==> config.mk <==
export PLATFORM = sky130hd
export DESIGN_NAME = core_mem_arbiter
export DESIGN_NICKNAME = d
export VERILOG_FILES = /design/src/rtl/mem_arb_pkg.sv /design/src/rtl/rr_arbiter.sv /design/src/rtl/core_mem_arbiter.sv
export SDC_FILE = /design/constraint.sdc
export NUM_CORES = 1
export LEC_CHECK = 0
export CAP_MARGIN = 5
export CORE_UTILIZATION = 25
export CTS_CLUSTER_DIAMETER = 200
export DETAILED_ROUTE_END_ITERATION = 16
export GPL_ROUTABILITY_DRIVEN = 0
export PLACE_DENSITY = 0.58
export SYNTH_ARGS = -nofsm -noshare
export SYNTH_HDL_FRONTEND = slang
export SYNTH_SLANG_ARGS = --single-unit
export TNS_END_PERCENT = 20
==> constraint.sdc <==
create_clock -name clk -period 2.34 [get_ports clk]
set_input_delay 0.468 -clock clk [delete_from_list [all_inputs] [get_ports clk]]
set_output_delay 0.468 -clock clk [all_outputs]
set_load 0.02 [all_outputs]
==> src/rtl/mem_arb_pkg.sv <==
// mem_arb_pkg: shared state, op encoding and sizing constants for the core memory arbiter
package mem_arb_pkg;
  localparam int LAT_W = 4;
  localparam int MAX_CORES = 8;
  typedef enum logic [1:0] {IDLE, ACCESS, WAIT, RESP} state_t;
  typedef enum logic [1:0] {OP_NONE, OP_RD, OP_WR} op_t;
  function automatic op_t decode_op(input logic rden, input logic wren);
    return wren ? OP_WR : (rden ? OP_RD : OP_NONE);
  endfunction
endpackage

==> src/rtl/rr_arbiter.sv <==
// rr_arbiter: combinational round-robin pick of the first requester after ptr
module rr_arbiter
  import mem_arb_pkg::*;
#(
  parameter int NUM_CORES = 4,
  localparam int IDX_W = $clog2(NUM_CORES)
) (
  input  logic [NUM_CORES-1:0] req,
  input  logic [IDX_W-1:0]     ptr,
  output logic                 grant_valid,
  output logic [IDX_W-1:0]     grant
);
  logic [IDX_W-1:0] idx;
  // Scan from farthest to nearest after ptr; the nearest requester overwrites and wins
  always_comb begin
    grant_valid = 1'b0;
    grant = '0;
    idx = '0;
    for (int k = NUM_CORES; k >= 1; k--) begin
      idx = IDX_W'((int'(ptr) + k) % NUM_CORES);
      if (req[idx]) begin
        grant_valid = 1'b1;
        grant = idx;
      end
    end
  end
endmodule

==> src/rtl/core_mem_arbiter.sv <==
// core_mem_arbiter: round-robin arbiter serving NUM_CORES cores from one fixed-latency memory
module core_mem_arbiter
  import mem_arb_pkg::*;
#(
  parameter int NUM_CORES = 4,
  parameter int ADDR_W = 32,
  parameter int DATA_W = 32,
  parameter int MEM_LATENCY = 1
) (
  input  logic                        clk,
  input  logic                        reset,
  input  logic [NUM_CORES-1:0]        core_request,
  input  logic [NUM_CORES*ADDR_W-1:0] core_addr,
  input  logic [NUM_CORES-1:0]        core_rden,
  input  logic [NUM_CORES-1:0]        core_wren,
  input  logic [NUM_CORES*DATA_W-1:0] core_write_val,
  output logic [NUM_CORES-1:0]        core_enable,
  output logic [DATA_W-1:0]           core_read_val,
  output logic [ADDR_W-1:0]           mem_addr,
  output logic                        mem_rden,
  output logic                        mem_wren,
  output logic [DATA_W-1:0]           mem_wdata,
  input  logic [DATA_W-1:0]           mem_rdata,
  output logic                        arb_busy
);
  localparam int IDX_W = $clog2(NUM_CORES);
  state_t state, state_n;
  op_t op, op_n;
  logic [IDX_W-1:0] cur, cur_n, ptr, ptr_n, grant;
  logic [LAT_W-1:0] cnt, cnt_n;
  logic grant_valid;
  logic [NUM_CORES-1:0] en_n;
  logic [DATA_W-1:0] rv_n, wdata_n;
  logic [ADDR_W-1:0] addr_n;
  logic rden_n, wren_n;

  rr_arbiter #(.NUM_CORES(NUM_CORES)) u_rr (
    .req(core_request),
    .ptr(ptr),
    .grant_valid(grant_valid),
    .grant(grant)
  );

  // Next-state and next-output logic; memory strobes are prepared on the way into ACCESS
  always_comb begin
    state_n = state;
    op_n = op;
    cur_n = cur;
    ptr_n = ptr;
    cnt_n = cnt;
    en_n = '0;
    rv_n = core_read_val;
    addr_n = '0;
    wdata_n = '0;
    rden_n = 1'b0;
    wren_n = 1'b0;
    case (state)
      IDLE: if (grant_valid) begin
        state_n = ACCESS;
        cur_n = grant;
        op_n = decode_op(core_rden[grant], core_wren[grant]);
        addr_n = core_addr[grant*ADDR_W +: ADDR_W];
        wdata_n = core_write_val[grant*DATA_W +: DATA_W];
        rden_n = op_n == OP_RD;
        wren_n = op_n == OP_WR;
      end
      ACCESS: begin
        state_n = WAIT;
        cnt_n = LAT_W'(MEM_LATENCY);
      end
      WAIT: if (cnt == LAT_W'(1)) begin
        state_n = RESP;
        en_n = NUM_CORES'(1) << cur;
        rv_n = op == OP_RD ? mem_rdata : core_read_val;
        ptr_n = cur;
      end else begin
        cnt_n = cnt - LAT_W'(1);
      end
      default: state_n = IDLE;
    endcase
  end

  // State and registered outputs; reset abandons any transaction in flight
  always_ff @(posedge clk) begin
    if (!reset) begin
      state <= IDLE;
      op <= OP_NONE;
      cur <= '0;
      ptr <= IDX_W'(NUM_CORES - 1);
      cnt <= '0;
      core_enable <= '0;
      core_read_val <= '0;
      mem_addr <= '0;
      mem_wdata <= '0;
      mem_rden <= 1'b0;
      mem_wren <= 1'b0;
      arb_busy <= 1'b0;
    end else begin
      state <= state_n;
      op <= op_n;
      cur <= cur_n;
      ptr <= ptr_n;
      cnt <= cnt_n;
      core_enable <= en_n;
      core_read_val <= rv_n;
      mem_addr <= addr_n;
      mem_wdata <= wdata_n;
      mem_rden <= rden_n;
      mem_wren <= wren_n;
      arb_busy <= state_n != IDLE;
    end
  end
endmodule

# Word level (Yosys, flattened, before mapping)
# Index checks and enable logic that the tools add are counted.
# word_totals
ff_bits,115
word_cells,68
# op_classes
n_shift,3
n_lt_le_gt_ge,5
reduce_logical,9
mux,27
eq_ne,7
n_addsub,5
# op_table
op,count
$shiftx 128x8->32,2
$lt 2x3->1 const B,5
$mux 2,7
$bmux 1 s2,6
$mux 1,11
$reduce_and 3->1,3
$pmux 4 s2,1
$eq 2x1->1 const B,3
$pmux 2 s3,1
$reduce_and 2->1,3
$add 2x1->2 const B,2
$add 2x2->2 const B,2
$eq 2x2->1 const B,2
$eq 4x1->1 const B,1
$mux 4,1
$reduce_bool 2->1,2
$shl 1x2->4 const A,1
$sub 4x1->4 const B,1
$logic_not 2->1,1
$ne 2x2->1 const B,1

# Longest topological paths before layout
# Gate-level depths: netlist of run 1.
# logic_depth
word_depth,12
ltp_mapped,10
depth_no_buf,7

# Cells and area by module
# From an unflattened synthesis of run 1, not the netlist that was laid out.
# unflattened
hier_cells,460
hier_area_um2,5390.2
# by_module_without_submodules
module,area_each_um2,seq_area_each_um2,n_inst,cells_per_inst
core_mem_arbiter,5298.8,2302.2,1,446
rr_arbiter,91.3,0.0,1,14

# Worst setup path after synthesis of run 1
# No wires, ideal clock.
# synth_path
path_type,input port to flip-flop
startpoint,input core_request[1]
endpoint,register op[0]
required_time_ns,2.271
path_buffers,2
stages,7
arrival_ns,1.862
slack_ns,0.409
path_cell_list,or2_1 > a311oi_4 > buf_6 > buf_6 > mux2i_1 > mux2i_1 > o21ai_1
# synth_via
elab_chain_len,10
word_cells_on_any_way,23
classes_between,mux (22); reduce/logical (1)
# synth_rtl
item,line_no,source
start: declaration,core_mem_arbiter.sv:12,"input logic [NUM_CORES-1:0] core_request,"
$bmux 1 s2,rr_arbiter.sv:21,if (req[idx]) begin
$mux 1 (implied by the code),rr_arbiter.sv:21,
$mux 2 (4 in series),rr_arbiter.sv:21,
$bmux 1 s2,core_mem_arbiter.sv:61,"op_n = decode_op(core_rden[grant], core_wren[grant]);"
$mux 1 (implied by the code),core_mem_arbiter.sv:61,
$mux 1,mem_arb_pkg.sv:8,return wren ? OP_WR : (rden ? OP_RD : OP_NONE);
$mux 2,mem_arb_pkg.sv:8,
end signal: assignment,core_mem_arbiter.sv:100,op <= op_n;
end: declaration,core_mem_arbiter.sv:28,"op_t op, op_n;"
# Several ways; a longest one is shown, not always the timed one. The select of a mux whose other input is x is not followed.
# A chain may end at the register's enable or synchronous reset.

# Final worst setup path of run 1
# layout_path
startpoint,input core_request[1]
endpoint,register mem_addr[19]
# layout_via
elab_chain_len,7
word_cells_on_any_way,18
classes_between,shift (1); mux (16); reduce/logical (1)
# layout_rtl
item,line_no,source
$bmux 1 s2,rr_arbiter.sv:21,
$mux 1 (implied by the code),rr_arbiter.sv:21,
$mux 2 / $mux 1 (equally long branches) (4 in series),rr_arbiter.sv:21,
$shiftx 128x8->32 / $reduce_and 3->1 (equally long branches),n/a,
end signal: assignment,core_mem_arbiter.sv:106,mem_addr <= addr_n;
end: declaration,core_mem_arbiter.sv:19,"output logic [ADDR_W-1:0] mem_addr,"
# Several ways; a longest one is shown, not always the timed one. The select of a mux whose other input is x is not followed.

==> flow_summary.yaml, run 1 <==
status:
  status: "finished clean"
floorplan:
  die_height_um: 157
  start_util_pct: 25.5
  io_pins: 405
  core-area_um2: 23500
  rows: 56
  die_area_um2: 24500
  die_w_um: 157
pwr:
  p_sw_share_pct: 34.8
  combPwrFrac_pct: 42.5
  p_leak_nw: 4.02
  switchingPower_mw: 3.10
  peakVddDrop_mv: 0.436
  seq_power_share_pct: 28.7
  p_per_area_nw_per_um2: 784
  power_frac_clock_pct: 28.8
  p_total_mw: 8.88
  power.internal_mw: 5.79
clock_network:
  cts_tree: "built"
  post_cts_buffers: 0
  cts_hold_buf: 0
  cts.sinks: 115
  clkLatencyLatePin_ns: 0.42
  numCtsBuffers: 17
  cts_resized: 0
  clk_pin_slew_worst_paths_ns: 0.06
  cts-root-buf: "clkbuf_16"
  htreeDepth: 4
  clock_path_buffers: 2
synthesis:
  ys_warn_count: 0
  async_flop_share_pct: 0
  synth.distinct_cells: 42
  syn_nets: 914
  synthTopCellsByCount: "dfxtp_1, nand2_1, mux2i_1"
  syn_avg_cell_area_um2: 9.87
  synth_area_leader_cell: "dfxtp_1"
  synth.most_common_cell: "dfxtp_1"
  synth_area_um2: 5980
  ys_seq_elements: 115
  synthFlopType: "dfxtp_1"
  yosysSeqAreaShare_pct: 38.5
  syn_inst: 606
  synth-edff-count: 0
  synth.area.top_cells: "dfxtp_1, a211oi_2, mux2i_1"
  yosys.area.top_type_share_pct: 38.5
routing:
  drc: 0
  detail-route-antenna-nets: 0
  vias_per_cell: 4.36
  wirelength_um: 23600
  vias: 5978
  drt_iter0_markers: 166
  drt_pass1_iterations: 4
  wl_per_cell_um: 17.2
worst_setup_path:
  worst_r2r_path_depth: 6
  crit_path_cell_trace: "clkdlybuf4s50_1, or2_1, a311oi_4, buf_12, buf_4, nor2b_1, a211oi_1, a211oi_2"
  crit_type: "input port to register"
  required_ns: 2.63
  critPathLaunchType: "input port"
  path_max_fanout: 18
  crit_arrival_ns: 2.46
  crit_path_end_kind: "register"
  rr_endpoint: "core_read_val[17]"
  max_stage_delay_ns: 0.45
  critPathSlowestCell: "clkdlybuf4s50_1"
  r2r_start: "cnt[0]"
  r2r_setup_slack_ns: 0.30
timing:
  period_share_pct: 92.4
  fmax_ghz: 0.463
  rsz0062_at_grt: "false"
  period_needed_ns: 2.16
  relSlewSlack_pct: 59.0
  skew_ns: 0.0155
  final-hold-violation-count: 0
  setup_slack_ns: 0.178
  worst_pin_slew_ns: 0.607
  finalSetupViolCount: 0
  slew_violations: 0
placed_design:
  portBuffers: 404
  dp_hpwl_um: 19100
  pre_cts_ws_ns: -0.257
  place_area_um2: 10800
global_route:
  grt_max_degree: 65
  grt_pass1_wl_um: 34100
  grt_pass1_vias: 6019
  track_usage_pct: 18.8
  overflow: 0
  antenna_found_initial: 1
finish:
  layout-drive-gt1-share_pct: 15.5
  utilization_pct: 48.3
  postLayoutCellArea_um2: 11300
  fin_nets: 1346
  nFillCells: 2223
  syn2layout_area_growth_pct: 89.5
min_path:
  hp-class: "register to register"
  hold_depth: 2
  min_from: "core_read_val[28]"
  hold_end: "core_read_val[28]"
job:
  drv_cap: 0
-- worst max path at each step --
stage,startpoint,end,cells after the start
floorplan,core_request[1],op[0],7
global placement,core_request[1],mem_wdata[0],7
detailed placement,core_request[1],mem_wdata[14],9
CTS,core_request[1],mem_wdata[14],9
global route,cnt[0],core_read_val[17],6
finish,core_request[1],mem_addr[19],8
-- stage by stage --
| stage | setup TNS (ns) | hold slack [ns] | instances |
|---|---|---|---|
| after detailed placement | -11.42 | 0.455 | 1338 |
| after CTS | 0 | 0.464 | 1370 |
| after floorplan | 0 | 0.437 | 606 |
| after global routing | 0 | 0.481 | 1370 |
| after global placement | -9.30 | 0.449 | 1338 |
| final | 0 | 0.459 | 1371 |
-- placed cells by master, fill, tap and decap left out, types with 6 or more instances in the layout --
| master | netlist | final |
|---|---|---|
| nand2b_1 | 8 | 8 |
| ha_1 | 6 | 6 |
| a211oi_2 | 59 | 59 |
| inv_1 | 8 | 8 |
| buf_12 | 0 | 12 |
| buf_4 | 2 | 53 |
| nor2_1 | 8 | 8 |
| clkbuf_16 | 0 | 17 |
| mux2i_1 | 71 | 71 |
| a211oi_1 | 69 | 69 |
| nand2_1 | 74 | 73 |
| clkdlybuf4s50_1 | 0 | 404 |
| nor2b_1 | 65 | 65 |
| dfxtp_1 | 115 | 115 |
| a21boi_0 | 33 | 33 |
-- flip-flops by register name, summed over array words and instances (netlist names) --
register and count:
ptr 2, op 2, cnt 4, mem_rden 1, core_read_val 32, core_enable 4, arb_busy 1, mem_wdata 32
state 2, mem_addr 32, mem_wren 1, cur 2
-- area by class of cell --
class                      instances  area (um^2)  area share [%]
inverter                           8         30.0           0.265
clock inverter                    15          149            1.31
sequential                       115         2300            20.3
antenna                            1         2.50          0.0221
clock buffer                      17          425            3.75
multi-input combinational        427         3340            29.5
tap                              319          399            3.52
timing repair buffer             469         4680            41.3
-- per-layer routing --
layer | share of wire (%) | track usage [%] | up-vias
met5 | 0.047 | 0 | -
met4 | 1.7 | 6.63 | 2
met3 | 8.2 | 6.15 | 22
met2 | 49 | 32.4 | 240
met1 | 41 | 21.6 | 2659
li1 | - | - | 3055
-- power groups by stage --
stage / registers [mW] / logic (mW) / clock network, mW
after global placement: 2.59 / 3.80 / 0
after detailed placement: 2.59 / 3.80 / 0
after floorplan: 3.00 / 1.46 / 0
after global routing: 2.59 / 4.02 / 2.73
final: 2.55 / 3.77 / 2.56
after CTS: 2.56 / 3.82 / 2.65
-- logic make-up (layout without fill, tap and decap cells) --
group | Yosys count | in the layout | share of synthesized area [%]
AOI/OAI and AO/OA | 178 | 178 | 27.6
adders and majority gates | 6 | 6 | 1.26
buffers and inverters | 64 | 509 | 6.05
other | 0 | 1 | 0
DFF | 115 | 115 | 38.5
and+or+nand+nor | 171 | 171 | 14.5
muxes | 72 | 72 | 12.1
-- worst max-delay path, delay by kind of cell --
family	cells	cell delay, ns
compound gates	3	0.66
buf+inv	3	0.94
simple gates	2	0.36
Note: power is estimated with default switching activity, not from simulation.
==> run 2: changes to the inputs <==
--- a/config.mk
+++ b/config.mk
@@ -11,6 +11,7 @@
 export DETAILED_ROUTE_END_ITERATION = 16
 export GPL_ROUTABILITY_DRIVEN = 0
 export PLACE_DENSITY = 0.58
+export SLEW_MARGIN = 20
 export SYNTH_ARGS = -nofsm -noshare
 export SYNTH_HDL_FRONTEND = slang
 export SYNTH_SLANG_ARGS = --single-unit
==> results of run 2 <==
Same layout as run 1: the final DEF is identical, and so are final timing and power.
==> run 3: changes to the inputs <==
==> constraint.sdc (replaced) <==
create_clock -name clk -period 2.34 [get_ports clk]
set_input_delay 0.234 -clock clk [delete_from_list [all_inputs] [get_ports clk]]
set_output_delay 0.234 -clock clk [all_outputs]
set_load 0.02 [all_outputs]
==> run 3 against run 2 <==
Clock skew down 0.00086 ns; count of clock-buffer cells in the layout unchanged; via count up 0.94%; combinational power down 2%; sequential cell count unchanged; worst setup slack better by 0.13 ns; design area down 0.83%; final cell count down 0.66%.
==> flow_summary.yaml, run 3 (synthesis results as in run 1) <==
pwr:
  p_total_mw: 8.88
  p_per_area_nw_per_um2: 790
  peakVddDrop_mv: 0.355
  p_leak_nw: 3.97
finish:
  syn2layout_area_growth_pct: 87.9
  postLayoutCellArea_um2: 11200
  final_common_cell: "clkdlybuf4s50_1"
  utilization_pct: 47.9
  fin_nets: 1335
  top_regs: "core_read_val x32, mem_addr x32, mem_wdata x32"
  layout-drive-gt1-share_pct: 14.6
  layout_common_cells: "clkdlybuf4s50_1, dfxtp_1, nand2_1, mux2i_1, a211oi_1"
timing:
  slew_violations: 0
  period_needed_ns: 2.03
  fmax_ghz: 0.492
  setup_slack_ns: 0.309
  skew_ns: 0.0146
  final-hold-violation-count: 0
  finalSetupViolCount: 0
  worst_pin_slew_ns: 0.623
  relSlewSlack_pct: 57.9
  period_share_pct: 86.8
  rsz0062_at_grt: "false"
  final.setup.tns_ns: 0
global_route:
  overflow: 0
  track_usage_pct: 18.7
  grt_pass1_wl_um: 34100
  grt_max_degree: 57
  grt_pass1_vias: 5911
  antenna_found_initial: 6
routing:
  vias: 6034
  vias_per_cell: 4.43
  drt_pass1_iterations: 4
  wirelength_um: 23800
  detail-route-antenna-nets: 0
  drc: 0
  wl_per_cell_um: 17.4
  drt_iter0_markers: 174
floorplan:
  io_pins: 405
  die_area_um2: 24500
  start_util_pct: 25.5
  die_height_um: 157
  rows: 56
  die_w_um: 157
  core-area_um2: 23500
placed_design:
  dp_hpwl_um: 19400
  place_area_um2: 10600
  portBuffers: 404
  pre_cts_ws_ns: -0.122
worst_setup_path:
  crit_arrival_ns: 2.37
  crit_path_cell_trace: "ha_1, nor4bb_1, and3b_1, buf_4, nand2_1, a21boi_0"
  required_ns: 2.68
  rr_endpoint: "core_read_val[10]"
  worst_r2r_path_depth: 6
  critPathSlowestCell: "nor4bb_1"
  crit_buf_inv: 1
  r2r_setup_slack_ns: 0.31
  r2r_start: "cnt[0]"
  max_stage_delay_ns: 0.58
  crit_path_end_kind: "register"
  cp_top_family: "simple AND/OR/NAND/NOR gates"
  crit_type: "register to register"
  critPathLaunchType: "register"
  crit_start: "cnt[0]"
  path_max_fanout: 22
clock_network:
  cts.sinks: 115
  cts_hold_buf: 0
  clock_path_buffers: 2
  cts-root-buf: "clkbuf_16"
  htreeDepth: 4
  post_cts_buffers: 0
  cts_tree: "built"
  numCtsBuffers: 17
  cts_resized: 0
  clkLatencyLatePin_ns: 0.41
  clk_pin_slew_worst_paths_ns: 0.06
status:
  status: "finished clean"
min_path:
  hp-class: "input port to register"
  hold_depth: 3
  min_from: "mem_rdata[23]"
  hold_end: "core_read_val[23]"
job:
  drv_cap: 0
==> run 3: cell count changes in the layout (fill, tap and decap cells not counted) <==
| cell | change |
|---|---|
| clkinv_4 | -3 |
| inv_8 | +1 |
| buf_4 | -8 |
| bufinv_16 | +1 |
| inv_6 | +1 |
| diode_2 | +2 |
| buf_12 | -3 |
| clkinv_2 | +1 |
| clkinvlp_4 | -1 |
==> run 3: worst max path at each step <==
stage                         to  slack, ns  cells past startpoint
2_1_floorplan   core_read_val[0]       0.54                     10
3_3_place_gp       mem_wdata[10]      -0.05                      8
3_5_place_dp        mem_wdata[9]      -0.12                      8
4_1_cts        core_read_val[10]       0.27                      6
5_1_grt        core_read_val[10]       0.03                      6
6_report       core_read_val[10]       0.31                      6
==> run 3: through the flow <==
| stage | hold slack [ns] | instances |
|---|---|---|
| 2_1_floorplan | 0.379 | 606 |
| 3_3_place_gp | 0.450 | 1327 |
| 3_5_place_dp | 0.455 | 1327 |
| 4_1_cts | 0.364 | 1359 |
| 5_1_grt | 0.386 | 1361 |
| 6_report | 0.382 | 1362 |
==> run 3: final cells by class <==
class / count / area (um^2)
flip-flops and latches: 115 / 2300
fillers: 2212 / 12200
well taps: 319 / 399
inverters: 8 / 30.0
diodes: 3 / 7.51
multi-input cells: 427 / 3340
clock inverters: 15 / 170
repair buffers: 458 / 4560
clock buffers: 17 / 425
==> run 3: worst min-delay path: cells and delay by family <==
family,cells,cell delay (ns)
buffers and inverters,1,0.39
AO/OA/AOI/OAI,1,0.06
AND/OR/NAND/NOR,1,0.05
==> run 3: routing by layer <==
layer / share of wire [%] / track usage, % / up-vias / wire length, um
met5: 0.17 / 0 / - / 41
li1: - / - / 3041 / -
met4: 2.2 / 6.86 / 6 / 531
met3: 8.0 / 5.98 / 32 / 1910
met1: 40 / 21.8 / 2698 / 9540
met2: 49 / 32.1 / 257 / 11700
==> run 3: where the power goes <==
part	switching, mW	internal, mW
Sequential	0.176	2.37
Clock	1.05	1.60
Combinational	1.83	1.85
